File: config.mk
export PLATFORM = sky130hd
export DESIGN_NAME = var_lat_pipe_flat
export DESIGN_NICKNAME = d
export VERILOG_FILES = /design/src/rtl/ddr_lat_pkg.sv /design/src/rtl/var_lat_pipe_if.sv /design/src/rtl/lat_stage.sv /design/src/rtl/var_lat_pipe.sv /design/src/flat_wrapper.sv
export SDC_FILE = /design/constraint.sdc
export NUM_CORES = 1
export LEC_CHECK = 0
export BUFFER_PORTS_ARGS = -buffer_cell sky130_fd_sc_hd__buf_2
export CAP_MARGIN = 40
export CORE_MARGIN = 1.5
export CORE_UTILIZATION = 45
export CTS_CLUSTER_DIAMETER = 30
export DETAILED_ROUTE_END_ITERATION = 12
export REMOVE_ABC_BUFFERS = 1
export SLEW_MARGIN = 10
export SYNTH_ARGS = -nofsm -noshare
export SYNTH_HDL_FRONTEND = slang
export SYNTH_HIERARCHICAL = 1
export SYNTH_SLANG_ARGS = --single-unit
File: constraint.sdc
create_clock -name clk -period 4.4 [get_ports clk]
set_input_delay 0.88 -clock clk [delete_from_list [all_inputs] [get_ports clk]]
set_output_delay 0.88 -clock clk [all_outputs]
set_load 0.005 [all_outputs]
File: src/rtl/ddr_lat_pkg.sv
// Shared definitions for the DDR latency-alignment blocks.
//   lat_state_e   : delay-change FSM states (RUN / DRAIN / APPLY)
//   clamp_dly     : clamps a requested delay into 1..max_dly
//   dly_illegal   : flags a requested delay outside 1..max_dly
package ddr_lat_pkg;

  typedef enum logic [1:0] {
    ST_RUN   = 2'd0,
    ST_DRAIN = 2'd1,
    ST_APPLY = 2'd2
  } lat_state_e;

  function automatic int unsigned clamp_dly(input int unsigned val,
                                            input int unsigned max_dly);
    if (val == 0)            return 1;
    else if (val > max_dly)  return max_dly;
    else                     return val;
  endfunction

  function automatic logic dly_illegal(input int unsigned val,
                                       input int unsigned max_dly);
    return (val == 0) || (val > max_dly);
  endfunction

endpackage

File: src/rtl/var_lat_pipe_if.sv
// Beat stream + delay-control bundle for var_lat_pipe.
//   in_vld/in_data/in_rdy     : input beat handshake
//   out_vld/out_data          : delayed output beat
//   dly_req/dly_val/dly_ack   : runtime delay change request / acknowledge
//   dly_cur/busy/cfg_err      : status
// Modports: slave = pipeline side, master = driver side.
interface var_lat_pipe_if #(
  parameter int unsigned WIDTH = 8,
  parameter int unsigned DLY_W = 5
) ();
  logic             in_vld;
  logic [WIDTH-1:0] in_data;
  logic             in_rdy;
  logic             out_vld;
  logic [WIDTH-1:0] out_data;
  logic             dly_req;
  logic [DLY_W-1:0] dly_val;
  logic             dly_ack;
  logic [DLY_W-1:0] dly_cur;
  logic             busy;
  logic             cfg_err;

  modport slave (
    input  in_vld, in_data, dly_req, dly_val,
    output in_rdy, out_vld, out_data, dly_ack, dly_cur, busy, cfg_err
  );

  modport master (
    output in_vld, in_data, dly_req, dly_val,
    input  in_rdy, out_vld, out_data, dly_ack, dly_cur, busy, cfg_err
  );
endinterface

File: src/rtl/lat_stage.sv
// One {vld,data} register stage of the latency pipeline.
//   clk, rst (async, active-low)
//   clr             : synchronous clear of the valid bit
//   d_vld, d_data   : stage input
//   q_vld, q_data   : registered stage output
module lat_stage #(
  parameter int unsigned WIDTH = 8
) (
  input  logic             clk,
  input  logic             rst,
  input  logic             clr,
  input  logic             d_vld,
  input  logic [WIDTH-1:0] d_data,
  output logic             q_vld,
  output logic [WIDTH-1:0] q_data
);

  always_ff @(posedge clk or negedge rst) begin
    if (!rst) begin
      q_vld  <= 1'b0;
      q_data <= '0;
    end else begin
      q_vld  <= d_vld & ~clr;
      q_data <= d_data;
    end
  end

endmodule

File: src/rtl/var_lat_pipe.sv
// Runtime-programmable delay pipeline with valid qualifier. A beat accepted at
// the input appears at the output exactly dly_cur cycles later. Delay changes
// drain in-flight beats before the new tap is applied.
//   clk, rst (async, active-low)
//   bus (slave) : beat handshake, delay request/ack and status
module var_lat_pipe
  import ddr_lat_pkg::*;
#(
  parameter int unsigned WIDTH     = 8,
  parameter int unsigned MAX_DEPTH = 16,
  parameter int unsigned RST_DLY   = 3
) (
  input  logic           clk,
  input  logic           rst,
  var_lat_pipe_if.slave  bus
);

  localparam int unsigned DLY_W = $clog2(MAX_DEPTH + 1);
  localparam int unsigned TAP_W = $clog2(MAX_DEPTH);

  lat_state_e       state, state_nx;
  logic [DLY_W-1:0] dly_cur, pending, inflight;
  logic             cfg_err;
  logic             in_rdy, accept, out_vld, dly_ack, clr_vld, drained;
  logic [TAP_W-1:0] tap;
  logic [DLY_W-1:0] req_clamped;
  logic             req_bad;

  logic [MAX_DEPTH-1:0] d_vld, stg_vld;
  logic [WIDTH-1:0]     d_data   [MAX_DEPTH];
  logic [WIDTH-1:0]     stg_data [MAX_DEPTH];

  assign accept = bus.in_vld && in_rdy;

  // Stage chain
  assign d_vld = {stg_vld[MAX_DEPTH-2:0], accept};

  always_comb begin
    d_data[0] = accept ? bus.in_data : '0;
    for (int unsigned k = 1; k < MAX_DEPTH; k++) d_data[k] = stg_data[k-1];
  end

  for (genvar k = 0; k < MAX_DEPTH; k++) begin : g_stage
    lat_stage #(.WIDTH(WIDTH)) u_stage (
      .clk    (clk),
      .rst    (rst),
      .clr    (clr_vld),
      .d_vld  (d_vld[k]),
      .d_data (d_data[k]),
      .q_vld  (stg_vld[k]),
      .q_data (stg_data[k])
    );
  end

  // Output tap: stage number dly_cur (1-based)
  assign tap     = TAP_W'(dly_cur - DLY_W'(1));
  assign out_vld = stg_vld[tap];

  // Request decode
  assign req_clamped = DLY_W'(clamp_dly(32'(bus.dly_val), MAX_DEPTH));
  assign req_bad     = dly_illegal(32'(bus.dly_val), MAX_DEPTH);

  // Look ahead by one cycle: the last beat leaving this cycle empties the pipe,
  // so APPLY follows the final old-delay beat directly.
  assign drained = (inflight == '0) || ((inflight == DLY_W'(1)) && out_vld);

  always_comb begin
    state_nx = state;
    in_rdy   = 1'b0;
    dly_ack  = 1'b0;
    clr_vld  = 1'b0;
    case (state)
      ST_RUN: begin
        in_rdy = 1'b1;
        if (bus.dly_req) state_nx = ST_DRAIN;
      end
      ST_DRAIN: begin
        if (drained) state_nx = ST_APPLY;
      end
      ST_APPLY: begin
        dly_ack  = 1'b1;
        clr_vld  = 1'b1;
        state_nx = ST_RUN;
      end
      default: state_nx = ST_RUN;
    endcase
  end

  always_ff @(posedge clk or negedge rst) begin
    if (!rst) begin
      state    <= ST_RUN;
      dly_cur  <= DLY_W'(RST_DLY);
      pending  <= DLY_W'(RST_DLY);
      inflight <= '0;
      cfg_err  <= 1'b0;
    end else begin
      state <= state_nx;
      case ({accept, out_vld})
        2'b10:   inflight <= inflight + DLY_W'(1);
        2'b01:   inflight <= inflight - DLY_W'(1);
        default: inflight <= inflight;
      endcase
      if (bus.dly_req && (state != ST_APPLY)) begin
        pending <= req_clamped;
        if (req_bad) cfg_err <= 1'b1;
      end
      if (state == ST_APPLY) dly_cur <= pending;
    end
  end

  assign bus.in_rdy   = in_rdy;
  assign bus.out_vld  = out_vld;
  assign bus.out_data = out_vld ? stg_data[tap] : '0;
  assign bus.dly_ack  = dly_ack;
  assign bus.dly_cur  = dly_cur;
  assign bus.busy     = (inflight != '0);
  assign bus.cfg_err  = cfg_err;

endmodule

File: src/flat_wrapper.sv
// flat-port wrapper written by rule: the top's interface ports become plain ports
module var_lat_pipe_flat import ddr_lat_pkg::*;
#(
  parameter int unsigned WIDTH     = 8,
  parameter int unsigned MAX_DEPTH = 16,
  parameter int unsigned RST_DLY   = 3
)
  (clk, rst, bus_in_vld, bus_in_data, bus_dly_req, bus_dly_val, bus_in_rdy, bus_out_vld, bus_out_data, bus_dly_ack, bus_dly_cur, bus_busy, bus_cfg_err);
  var_lat_pipe_if #(.WIDTH(WIDTH), .DLY_W(5)) bus_i ();
  input  logic clk;
  input  logic rst;
  input wire logic [$bits(bus_i.in_vld)-1:0] bus_in_vld;
  input wire logic [$bits(bus_i.in_data)-1:0] bus_in_data;
  input wire logic [$bits(bus_i.dly_req)-1:0] bus_dly_req;
  input wire logic [$bits(bus_i.dly_val)-1:0] bus_dly_val;
  output wire logic [$bits(bus_i.in_rdy)-1:0] bus_in_rdy;
  output wire logic [$bits(bus_i.out_vld)-1:0] bus_out_vld;
  output wire logic [$bits(bus_i.out_data)-1:0] bus_out_data;
  output wire logic [$bits(bus_i.dly_ack)-1:0] bus_dly_ack;
  output wire logic [$bits(bus_i.dly_cur)-1:0] bus_dly_cur;
  output wire logic [$bits(bus_i.busy)-1:0] bus_busy;
  output wire logic [$bits(bus_i.cfg_err)-1:0] bus_cfg_err;
  assign bus_i.in_vld = bus_in_vld;
  assign bus_i.in_data = bus_in_data;
  assign bus_i.dly_req = bus_dly_req;
  assign bus_i.dly_val = bus_dly_val;
  assign bus_in_rdy = bus_i.in_rdy;
  assign bus_out_vld = bus_i.out_vld;
  assign bus_out_data = bus_i.out_data;
  assign bus_dly_ack = bus_i.dly_ack;
  assign bus_dly_cur = bus_i.dly_cur;
  assign bus_busy = bus_i.busy;
  assign bus_cfg_err = bus_i.cfg_err;
  var_lat_pipe #(.WIDTH(WIDTH), .MAX_DEPTH(MAX_DEPTH), .RST_DLY(RST_DLY)) u_core (.clk(clk), .rst(rst), .bus(bus_i));
endmodule
# Word level (Yosys, flattened, before mapping)

Cells that the tools add are included.
W data, S select, Z words.

Memories kept: 0
Logic and storage cells: 96
Output and inout bits: 18
Latch bits: 0
Bits in registers: 162
Memory bits (read-only): 0
Input port bits: 17
RAM bits: 0

Divide/modulo/power cells: 0
Reductions and logical operators: 12
Shifts and indexed selects: 0
Equal/unequal tests: 8
Order comparisons: 3
$mul: 0
$add $sub $neg: 3
Bitwise operators: 18
Mux-type cells: 15

Operators with widths:

| cell                  | number |
|---|---|
| $bmux W8 S4           | 1 |
| $mux W8               | 4 |
| $and A1 B1 Y1         | 16 |
| $logic_not A5 Y1      | 2 |
| $mux W5               | 2 |
| $pmux W5 S2           | 1 |
| $add A5 B1 Y5 const B | 1 |
| $eq A5 B1 Y1 const B  | 1 |
| $ge A5 B5 Y1 const B  | 1 |
| $gt A5 B5 Y1 const B  | 1 |
| $lt A4 B5 Y1 const B  | 1 |
| $not A4 Y5            | 1 |
| $reduce_bool A5 Y1    | 1 |
| $sub A5 B1 Y5 const B | 1 |
| $bmux W1 S4           | 1 |
| $eq A2 B1 Y1 const B  | 2 |
| $eq A2 B2 Y1 const B  | 2 |
| $mux W2               | 2 |
| $ne A2 B2 Y1 const B  | 2 |
| $pmux W2 S2           | 1 |
| $reduce_and A2 Y1     | 2 |
| $sub A4 B1 Y4 const B | 1 |
| $logic_and A1 B1 Y1   | 3 |
| $mux W1               | 3 |
| other kinds (5)       | 6 |

# Depth between registers and ports, before layout

Word-level depth: 7
Gate-level depth with buffers: 14
Depth with buffers taken out: 10

# Modules after synthesis

The synthesis kept the hierarchy.

By module, submodules not included:

| module       | seq. area each (µm²) | area an instance (µm²) | cells an instance | times used |
|---|---|---|---|---|
| lat_stage    | 225.2                | 239.0                  | 10                | 16 |
| var_lat_pipe | 455.4                | 2210.9                 | 194               | 1 |

# Worst setup path before layout

Ideal clock, no wire load.

Path type: register -> output
From: register u_core.dly_cur[0] (netlist: u_core/bus.dly_cur[0])
To: output port bus_out_data[5]
Setup slack: 0.658 ns
Path buffers: 6
Stages on the path, launching flop included: 12
Arrival: 2.862 ns
Required time: 3.520 ns
Cells stage by stage: dfstp_2 > buf_4 > buf_4 > buf_4 > inv_1 > ha_1 > buf_2 > buf_2 > clkbuf_1 > mux4_2 > mux2i_1 > a211oi_1

Cells in the longest elaborated chain, start to end: 6
Elaborated cells on any way between the ends: 8
Classes of those cells: 1 x add/sub; 6 x mux; 1 x bitwise

RTL lines:

| what                                       | line                | RTL |
|---|---|---|
| from (decl)                                | var_lat_pipe.sv:22  | `logic [DLY_W-1:0] dly_cur, pending, inflight;` |
| from (signal assigned)                     | var_lat_pipe.sv:92  | `dly_cur <= DLY_W'(RST_DLY);` |
| from (signal assigned)                     | var_lat_pipe.sv:107 | `if (state == ST_APPLY) dly_cur <= pending;` |
| $sub A4 B1 Y4 *                            | var_lat_pipe.sv:56  | `assign tap = TAP_W'(dly_cur - DLY_W'(1));` |
| $not A4 Y5 (implied by the code)           | var_lat_pipe.sv:113 | `assign bus.out_data = out_vld ? stg_data[tap] : '0;` |
| $bmux W8 S4                                | var_lat_pipe.sv:113 |  |
| $mux W8 (implied by the code) (2 in a row) | var_lat_pipe.sv:113 |  |
| $mux W8 *                                  | var_lat_pipe.sv:113 |  |
| to (decl)                                  | flat_wrapper.sv:18  | `output wire logic [$bits(bus_i.out_data)-1:0] bus_out_data;` |

Every way passes the cells marked *; elsewhere a longest branch is shown, timed or not. The select of a mux whose other input is x is not followed.

# Worst setup path in the final report

From: register u_core.dly_cur[1] (netlist: u_core/bus.dly_cur[1])
To: output port bus_out_data[0]

The elaborated chain is that of the path after synthesis.

==> results.md <==
* Outcome: finished, final reports clean
* Min cycle time layout at 3780 ps
* Leak pwr at 3.38 nW
* Clock slew at reported path FFs at about 60 ps
* Worst hold path type: in2async
* Synth warnings at 6
* Syn Std Cell Area at 0.00603 mm^2
* Yosys reg bits at ~160
* RSZ-0062 raised after global routing: no
* Via count at 3037
* TritonCTS clock tree: done
* Ys async rst share at 1.00
* Global-route wire length before repair at 17400 um
* Largest net degree at the start of global routing at 98
* Clock buffer count from CTS at 17
* GRT Util Overall at 0.164
* Leading post-synthesis cells by cell area: dfrtp_1 66%, mux4_2 13%, nor2b_4 3.6%
* Fin worst setup slack at 618 ps
* Synth area leader: dfrtp_1
* Synth Flop Type: dfrtp_1
* Cell Area, Placed at 0.00645 mm^2
* Count leader, synth: dfrtp_1
* Worst Skew at 5.12 ps
* DRC viols at 0
* Core Area at roughly 0.013 mm^2
* Antenna cells at 0
* Setup Fix Bufs, Post-CTS at 0
* PD cells at 684 mW/mm^2
* Fin area at between 0.007 and 0.008 mm^2
* Final worst path period share at 0.860
* Die area at 0.0141 mm^2
* Synth top area share at 0.655
* Initial Util at 0.458
* WL/cell at 17.1 um
* Layout cell share with drive strength beyond 1 at 0.333
* Cts repair resizes at 0
* Setup TNS Final at 0 ps
* H-tree depth at 4
* Clock Root Buffer: clkbuf_16
* Worst skew pair latency at 410 ps
* Worst-path maximum fanout at 32
* Highest Clock Rate at 0.264 GHz
* Quantity of hold-fixing buffers added after cts at 0
* Slew @ Worst Pin at approximately 730 ps
* Clk sinks at 162
* Worst EP required at 3520 ps
* CP Capture Type: primary output
* Die width at 119 um
* Maximum vdd ir drop at 0.403 mV
* Max_cap viols at 0
* Post-Route WL at 10100 um
* Unique cell type count in the Yosys netlist at 38
* Syn avg cell area at 17.0 um^2
* DR vias/cell at 5.14
* Total gr overflow at 0
* Gpl congestion at 0.756
* Port bufs at 34
* Core Rows at 42
* EDFF count, synth at 0
* Final net count at approximately 430
* Crit path DAT at 2900 ps
* CTS Buffer Depth at 2
* Layout Area Growth over Synthesis at 16.9%
* Relative slew slack at 0.513
* Post-synthesis cell count at 354
* DRT Pass-1 Iters at 4
* Most frequent cells after synthesis: 158 x dfrtp_1, 36 x mux4_2, 16 x a211oi_1, 16 x nor2b_4, 14 x nand2_1
* Antenna violations before repair at 0
* Detailed placement HPWL at 6340 um
* Antenna viol nets, final at 0
* Endpoints failing setup at 0
* Iteration-0 DRC Markers at 157
* Critical path class: reg2out
* Final hold vios at 0
* Share of the core filled with cells at 0.535
* Die height at 119 um
* Final Max Slew Viols at 0
* Seq/Total Area, Yosys at 0.673
* Worst Setup Start Kind: flop
* I/O pins at 35
* Number of global-route vias before repair at around 3300
* Place WS at 1010 ps
power by group:
| group | leakage, nW | switching, mW | internal (mW) |
|---|---|---|---|
| Clock | 0.297 | 0.546 | 0.904 |
| Combinational | 0.898 | 0.766 | 0.673 |
| Sequential | 2.18 | 0.168 | 1.77 |
sequential cells by signal, summed over array words and instances, names as in the netlist:
name	flops
u_core/bus.dly_cur	5
u_core/g_stage.u_stage/q_vld	16
u_core/bus.cfg_err	1
u_core/inflight	5
u_core/pending	5
u_core/state	2
u_core/g_stage.u_stage/q_data	128
kinds of logic (layout without fill, tap and decap cells):
logic type,Yosys count,in the layout,share of synthesized area
fa+ha+maj,7,7,0.0145
mux,52,52,0.162
simple gates,67,67,0.0821
buf+inv,25,86,0.0201
xor+xnor,6,6,0.00871
compound gates,35,35,0.0396
flops,162,162,0.673
through the flow:
step           hold slack, ps  std cells  power (mW)
2_1_floorplan             349        340        2.93
3_3_place_gp              352        557        3.38
3_5_place_dp              358        559        3.43
4_1_cts                   249        591        4.90
5_1_grt                   240        591        5.11
6_report                  260        591        4.83
cell type report:
class / count / area (um^2)
multi-input cells: 167 / 1870
clock buffers: 22 / 494
repair buffers: 43 / 264
well taps: 176 / 220
inverters: 11 / 41.3
fillers: 1070 / 6140
clock inverters: 10 / 105
flip-flops and latches: 162 / 4060
layer usage:
| layer | track usage | part of all wire |
|---|---|---|
| met2 | 0.247 | 0.48 |
| met4 | 0.0565 | 0.011 |
| met3 | 0.0507 | 0.033 |
| met1 | 0.228 | 0.48 |
| met5 | 0 | 0 |
critical path: stages, from the launching register on:
cell and delay (ps):
dfstp_2 550, inv_1 60, ha_1 390, buf_4 470, mux4_2 370, nor2b_1 140, a211oi_1 270, a211oi_1 80
buf_2 140
worst paths after layout:
path | start | slack [ps] | cells after the start | endpoint
max | u_core/bus.dly_cur[1]$_DFFE_PN1P_ | 620 | 8 | bus_out_data[0]
min | rst | 260 | 1 | u_core/g_stage[13].u_stage/q_data[5]$_DFF_PN0_
max reg2reg | u_core/bus.dly_cur[0]$_DFFE_PN1P_ | 1180 | 9 | u_core/inflight[4]$_DFFE_PN0P_
min in group clk | u_core/g_stage[11].u_stage/q_data[7]$_DFF_PN0_ | 370 | 0 | u_core/g_stage[12].u_stage/q_data[7]$_DFF_PN0_
max in group asynchronous | rst | 3080 | 3 | u_core/g_stage[4].u_stage/q_data[5]$_DFF_PN0_
min reg2reg | u_core/g_stage[11].u_stage/q_data[7]$_DFF_PN0_ | 370 | 0 | u_core/g_stage[12].u_stage/q_data[7]$_DFF_PN0_
cells in the final DEF (no fill, tap or decap), types with 5 or more instances in the layout:
cell,synthesis,final
nor2b_1,7,6
a211oi_1,16,16
nor2b_4,16,17
dfrtp_1,158,158
clkinv_2,0,6
mux4_2,36,36
clkbuf_16,0,17
buf_2,4,33
nor2_1,8,8
inv_1,11,11
ha_1,7,7
buf_4,4,8
and3_1,9,9
mux2i_1,12,12
nand2_1,14,14
o21ai_0,8,8
clkbuf_8,0,5
No activity file was read; power rests on OpenSTA's default activity.
